**config.mk**
```make
export PLATFORM = sky130hd
export DESIGN_NAME = pipeline_hazard_ctrl
export DESIGN_NICKNAME = d
export VERILOG_FILES = /design/src/rtl/pipeline_hazard_ctrl.sv
export SDC_FILE = /design/constraint.sdc
export NUM_CORES = 1
export LEC_CHECK = 0
export ABC_AREA = 0
export CAP_MARGIN = 20
export CORE_UTILIZATION = 23
export DETAILED_ROUTE_END_ITERATION = 12
export PLACE_DENSITY = 0.74
export SYNTH_ARGS = -nofsm -noshare
export SYNTH_HDL_FRONTEND = slang
export SYNTH_SLANG_ARGS = --single-unit
```
**constraint.sdc**
```tcl
create_clock -name clk -period 1.3 [get_ports clk]
set_input_delay 0.26 -clock clk [delete_from_list [all_inputs] [get_ports clk]]
set_output_delay 0.26 -clock clk [all_outputs]
set_load 0.05 [all_outputs]
```
**src/rtl/pipeline_hazard_ctrl.sv**
```systemverilog
// rtl/pipeline_hazard_ctrl.sv - LC-3b pipeline latch sequencer: load/bubble/flush strobes from memory, load-use and redirect hazards.
// Optional performance counters are built only when PIPE_PERF_CNT_EN is defined.
module pipeline_hazard_ctrl #(
    parameter int CNT_WIDTH = 16,
    parameter int REG_IDX_W = 3
) (
    input  logic                 clk,
    input  logic                 rst_n,
    input  logic                 imem_resp,
    input  logic                 dmem_req,
    input  logic                 dmem_resp,
    input  logic [REG_IDX_W-1:0] id_sr1,
    input  logic [REG_IDX_W-1:0] id_sr2,
    input  logic                 id_use1,
    input  logic                 id_use2,
    input  logic                 ex_is_load,
    input  logic [REG_IDX_W-1:0] ex_dest,
    input  logic                 br_taken,
    output logic                 load_pc,
    output logic                 load_if_id,
    output logic                 load_id_ex,
    output logic                 load_ex_mem,
    output logic                 load_mem_wb,
    output logic                 flush_if_id,
    output logic                 bubble_id_ex,
    output logic                 bubble_ex_mem,
    output logic [CNT_WIDTH-1:0] stall_cycles,
    output logic [CNT_WIDTH-1:0] flush_count
);

    typedef enum logic [1:0] {
        RUN       = 2'd0,
        DMEM_WAIT = 2'd1,
        REDIRECT  = 2'd2
    } state_t;

    state_t state_q, state_d;

    logic dmem_stall;
    logic run_eval;
    logic lu_hit;
    logic redir_acc;
    logic lu_stall;

    logic pc_c, if_id_c, id_ex_c, ex_mem_c, mem_wb_c;
    logic flush_c, bub_id_ex_c, bub_ex_mem_c;

    // DMEM_WAIT behaves like RUN once the stall has cleared; only REDIRECT masks br_taken and load-use.
    assign dmem_stall = dmem_req & ~dmem_resp;
    assign run_eval   = (state_q != REDIRECT);
    assign lu_hit     = ex_is_load & ((id_use1 & (id_sr1 == ex_dest)) |
                                      (id_use2 & (id_sr2 == ex_dest)));
    assign redir_acc  = run_eval & br_taken & ~dmem_stall;
    assign lu_stall   = run_eval & ~br_taken & ~dmem_stall & lu_hit;

    always_comb begin
        pc_c         = 1'b0;
        if_id_c      = 1'b0;
        id_ex_c      = 1'b0;
        ex_mem_c     = 1'b0;
        mem_wb_c     = 1'b0;
        flush_c      = 1'b0;
        bub_id_ex_c  = 1'b0;
        bub_ex_mem_c = 1'b0;
        state_d      = state_q;
        if (dmem_stall) begin
            if (state_q == RUN) begin
                state_d = DMEM_WAIT;
            end
        end else if (redir_acc) begin
            pc_c         = 1'b1;
            if_id_c      = 1'b1;
            id_ex_c      = 1'b1;
            ex_mem_c     = 1'b1;
            mem_wb_c     = 1'b1;
            flush_c      = 1'b1;
            bub_id_ex_c  = 1'b1;
            bub_ex_mem_c = 1'b1;
            state_d      = REDIRECT;
        end else if (lu_stall || !imem_resp) begin
            // Front end holds, a bubble enters EX, back end drains.
            id_ex_c     = 1'b1;
            bub_id_ex_c = 1'b1;
            ex_mem_c    = 1'b1;
            mem_wb_c    = 1'b1;
            state_d     = (state_q == REDIRECT) ? REDIRECT : RUN;
        end else begin
            pc_c     = 1'b1;
            if_id_c  = 1'b1;
            id_ex_c  = 1'b1;
            ex_mem_c = 1'b1;
            mem_wb_c = 1'b1;
            state_d  = RUN;
        end
    end

    always_ff @(posedge clk or negedge rst_n) begin
        if (!rst_n) begin
            state_q <= RUN;
        end else begin
            state_q <= state_d;
        end
    end

    assign load_pc       = rst_n & pc_c;
    assign load_if_id    = rst_n & if_id_c;
    assign load_id_ex    = rst_n & id_ex_c;
    assign load_ex_mem   = rst_n & ex_mem_c;
    assign load_mem_wb   = rst_n & mem_wb_c;
    assign flush_if_id   = rst_n & flush_c;
    assign bubble_id_ex  = rst_n & bub_id_ex_c;
    assign bubble_ex_mem = rst_n & bub_ex_mem_c;

`ifdef PIPE_PERF_CNT_EN
    logic [CNT_WIDTH-1:0] stall_q, flush_q;

    always_ff @(posedge clk or negedge rst_n) begin
        if (!rst_n) begin
            stall_q <= '0;
            flush_q <= '0;
        end else begin
            if ((dmem_stall || lu_stall) && (stall_q != {CNT_WIDTH{1'b1}})) begin
                stall_q <= stall_q + 1'b1;
            end
            if (redir_acc && (flush_q != {CNT_WIDTH{1'b1}})) begin
                flush_q <= flush_q + 1'b1;
            end
        end
    end

    assign stall_cycles = stall_q;
    assign flush_count  = flush_q;
`else
    assign stall_cycles = '0;
    assign flush_count  = '0;
`endif

endmodule

```
# Word-level counts from Yosys, hierarchy flattened
# Index checks and enable logic that the tools add are counted.
# totals
inputBits	18
out_inout_bits	40
reg_bits	2
# classes
eq_ne	5
n_reduce_logical	3
mux	14
bitwise	17
# op_table
operator	n
1-bit bitwise AND	13
2-bit two-way mux	5
1-bit two-way mux	9
3-bit == test	2
1-bit inverter	3
2-bit == test, second input constant	1
2-bit logical NOT	1
2-bit by 1-bit != test with 1-bit output, second input constant	1
2-bit != test, second input constant	1
1-bit logical NOT	1
1-bit logical OR	1
1-bit bitwise OR	1

# Longest topological paths before layout
# depth
ltp_word	10
depth_mapped	5
depth_no_buf	4

# Least setup slack after synthesis
# Ideal clock, no wire load.
# synth_path
path_kind	register to output
startpoint	register state_q[0]
endpoint	output load_pc
path_buffers	1
arrival_time_ns	1.749
stages_incl_launch_ff	6
t_required_ns	1.040
setup_slack_ns	-0.709
cell_sequence	dfrtp_1 -> nand2b_2 -> nand4b_1 -> a21o_1 -> nor3b_2 -> buf_4
# synth_between
elab_chain_len	9
elab_cells_between_ends	11
classes_between	1 x eq/ne; 3 x mux; 6 x bitwise; 1 x reduce/logical
# synth_rtl
element	line	source
start: declaration	37	state_t state_q, state_d;
start signal: assignment	101	state_q <= state_d;
2-bit != test *	50	assign run_eval = (state_q != REDIRECT);
1-bit bitwise AND (3 in a row)	54	assign lu_stall = run_eval & ~br_taken & ~dmem_stall & lu_hit;
1-bit logical OR	80	end else if (lu_stall || !imem_resp) begin
1-bit two-way mux	--	
1-bit two-way mux * (2 in a row)	--	
1-bit bitwise AND *	--	
end: declaration	19	output logic load_pc,
# Mark *: on every way between the ends. The rest lies on a longest branch, timed or not.

# Worst setup path in the final report
# layout_path
startpoint	register state_q[0]
endpoint	output load_if_id
# layout_between
elab_chain_len	9
elab_cells_between_ends	11
classes_between	1 x eq/ne; 3 x mux; 6 x bitwise; 1 x reduce/logical
# layout_rtl
element	line	source
2-bit != test *	50	
1-bit bitwise AND (3 in a row)	54	
1-bit logical OR	80	
1-bit two-way mux	80	
1-bit two-way mux *	70	end else if (redir_acc) begin
1-bit two-way mux *	66	if (dmem_stall) begin
1-bit bitwise AND *	106	assign load_if_id = rst_n & if_id_c;
end: declaration	20	output logic load_if_id,
# Marked as above.

==> out/metrics.csv <==
stage;metric;value;unit
placement;preCtsSetupSlack;-0.603;ns
finish;syn2layout_area_growth;67.1;%
grt;antenna_found_initial;0;
cts;cts-root-buf;clkbuf_4;
finish;layout.nets;116;
floorplan;start_util;0.246;
synth;synth-xor-area-share;0.108;
run_status;status;complete, but fails checks;
timing;final.setup.worst_slack;-0.413;ns
timing;finalCriticalPeriod;1.71;ns
cts;cts_buffer_depth;2;
worst_setup_path;rr_endpoint;state_q[1]$_DFFE_PN0P_;
worst_setup_path;cpMaxStageDelayCell;dfrtp_1;
synth;synthMuxAreaShare;0;
worst_setup_path;path_max_fanout;3;
timing;clock.fmax;0.584;GHz
run_status;failed_checks;setup timing;
synth;ys_ff_latch;2;
grt;gr-usage-met2;0.159;
floorplan;die_h;48;µm
timing;fin_crit_sh;1.32;
timing;grt_setup_unrepaired;yes;
worst_setup_path;cpPeakStageDelay;0.37;ns
worst_setup_path;path_cells;nand2b_4 -> nand4b_1 -> a21o_1 -> nor3b_4 -> buf_12;
synth;yosysSeqAreaShare;0.103;
cts;cts_tree;built;
synth;synth_cells;64;
synth;yosys.area_share.simple;0.162;
synth;synth_edf_count;0;
grt;grt_pass1_vias;357;
finish;insertedDiodeCount;0;
finish;reg_top3;state_q x2;
timing;fin_skew;0.00137;ns
synth;synthAdderAreaFrac;0;
routing;drt_iter0_markers;0;
placement;port_buffers;25;
synth;yosysWarnings;0;
floorplan;core_area;1980;µm²
synth;yosys.cell_types.count;18;
finish;num-fill-cells;197;
finish;final_common_cell;conb_1;
cts;clk_latency;0.22;ns
grt;use_met1;0.0400;
synth;synth_compound_area_frac;0.0488;
floorplan;die_w;48;µm
hold_path;hp-class;in -> async;
synth;syn_avg_cell_area;7.60;µm²
grt;grt.busiest_layer;met2;
run;drv_cap;0;
power;powerDensity;928;nW/µm²
floorplan;io_pins;58;
grt;grtUsageTotal;0.0751;
worst_setup_path;cp.required;1.04;ns
power;p_leak;0.000405;µW
routing;wl_per_cell;8.39;µm
grt;grt_overflow;0;
floorplan;rows;16;
worst_setup_path;critPathCaptureType;output port;
worst_setup_path;rr_worst_depth;6;
timing;finalSetupViolCount;8;
cts;clkTransAtPathRegs;0.03;ns
timing;slew_viol_final;0;
routing;vias;421;
worst_setup_path;worstSetupStartpointType;register;
routing;via_per_inst;3.42;
synth;syn_area;487;µm²
timing;hold_viol;0;
grt;grt_pass1_wl;1160;µm
cts;htree_levels;1;
synth;async_flop_share;1.00;
finish;largest_register_ffs;2;
floorplan;die_area;2300;µm²
placement;dpl.hpwl;884;µm
synth;yosys_most_used_dff;dfrtp_1;
routing;firstDrtPassIters;1;
worst_setup_path;reg2reg_from;state_q[0]$_DFFE_PN0P_;
finish;top_register;state_q;
worst_setup_path;crit_type;reg -> out;
timing;timing.hold.ws;0.370;ns
finish;drive_gt1_frac;0.292;
finish;layout_common_cells;conb_1, dlygate4sd2_1, buf_4, buf_12, xnor2_1;
cts;cts_inserted_buffers;3;
routing;route.detailed.drc;0;
cts;clock_sinks;2;
worst_setup_path;arrival;1.45;ns
grt;met3_usage;0.0113;
routing;routed_wl;1030;µm
placement;gp_congestion;0.672;
worst_setup_path;r2r_slack;0.16;ns
power;irDropWorstVdd;288;µV
grt;grt_max_degree;5;
synth;synth_top_family_by_area;buffers and inverters;
routing;ant_nets;0;
==> report_power, final <==
part           total (µW)  internal [µW]  switching (µW)
clock network         133            101            31.6
logic                 541            184             357
registers            81.4           72.0            9.42
total                 755            357             398
==> worst max-delay path by stage <==
stage	from	end
2_1_floorplan	state_q[0]$_DFFE_PN0P_	load_pc
3_3_place_gp	ex_dest[1]	bubble_id_ex
3_5_place_dp	ex_dest[2]	bubble_id_ex
4_1_cts	state_q[0]$_DFFE_PN0P_	load_if_id
5_1_grt	state_q[0]$_DFFE_PN0P_	load_if_id
6_report	state_q[0]$_DFFE_PN0P_	load_if_id
==> area by class of cell <==
type	count	area, µm²	area share
clock buffer	3	22.5	0.0277
multi-input combinational	55	313	0.385
tap	27	33.8	0.0415
sequential	2	50.0	0.0615
timing repair buffer	34	383	0.471
inverter	2	11.3	0.0138
==> cell families after synthesis <==
group | Yosys count
AND/OR/NAND/NOR | 13
flip-flops | 2
buffers and inverters | 38
AO/OA/AOI/OAI | 4
XOR/XNOR | 6
other | 1
==> critical path, delay by kind of cell, from the launching register on <==
kind | cells | cell delay (ns)
simple gates | 3 | 0.56
flops | 1 | 0.37
buf+inv | 1 | 0.18
compound gates | 1 | 0.14
==> cells in the mapped netlist, drive strengths merged (2+ instances only) <==
library cell,n,share of area
buf,36,0.56
xnor2,6,0.11
nand2,3,0.023
dfrtp,2,0.10
inv,2,0.015
nand2b,2,0.031
nand4,2,0.026
nor2,2,0.015
==> per-stage QoR <==
step           std cells  TNS [ns]   util  power, µW  cell area [µm²]
6_report             123     -2.33  0.410        755              813
2_1_floorplan         95     -1.11      -        517              657
3_5_place_dp         116     -3.49  0.390        603              773
5_1_grt              123     -2.75  0.410        786              813
4_1_cts              121     -2.47  0.403        747              798
3_3_place_gp         116     -3.30  0.390        596              773
==> timing repair <==
action / CTS / global route
hold buffers: 0 / 0
endpoints found under the hold margin: 0 / 0
pin swaps: 7 / 2
resized for setup: 13 / 0
endpoints found under the setup margin: 8 / 8
setup buffers: 2 / 2
==> routing by layer <==
layer / wire, µm / up-vias
met4: 35 / 0
met1: 318 / 179
met2: 552 / 38
met3: 126 / 4
met5: 0 / -
li1: - / 200
No activity file was read; power rests on OpenSTA's default activity.
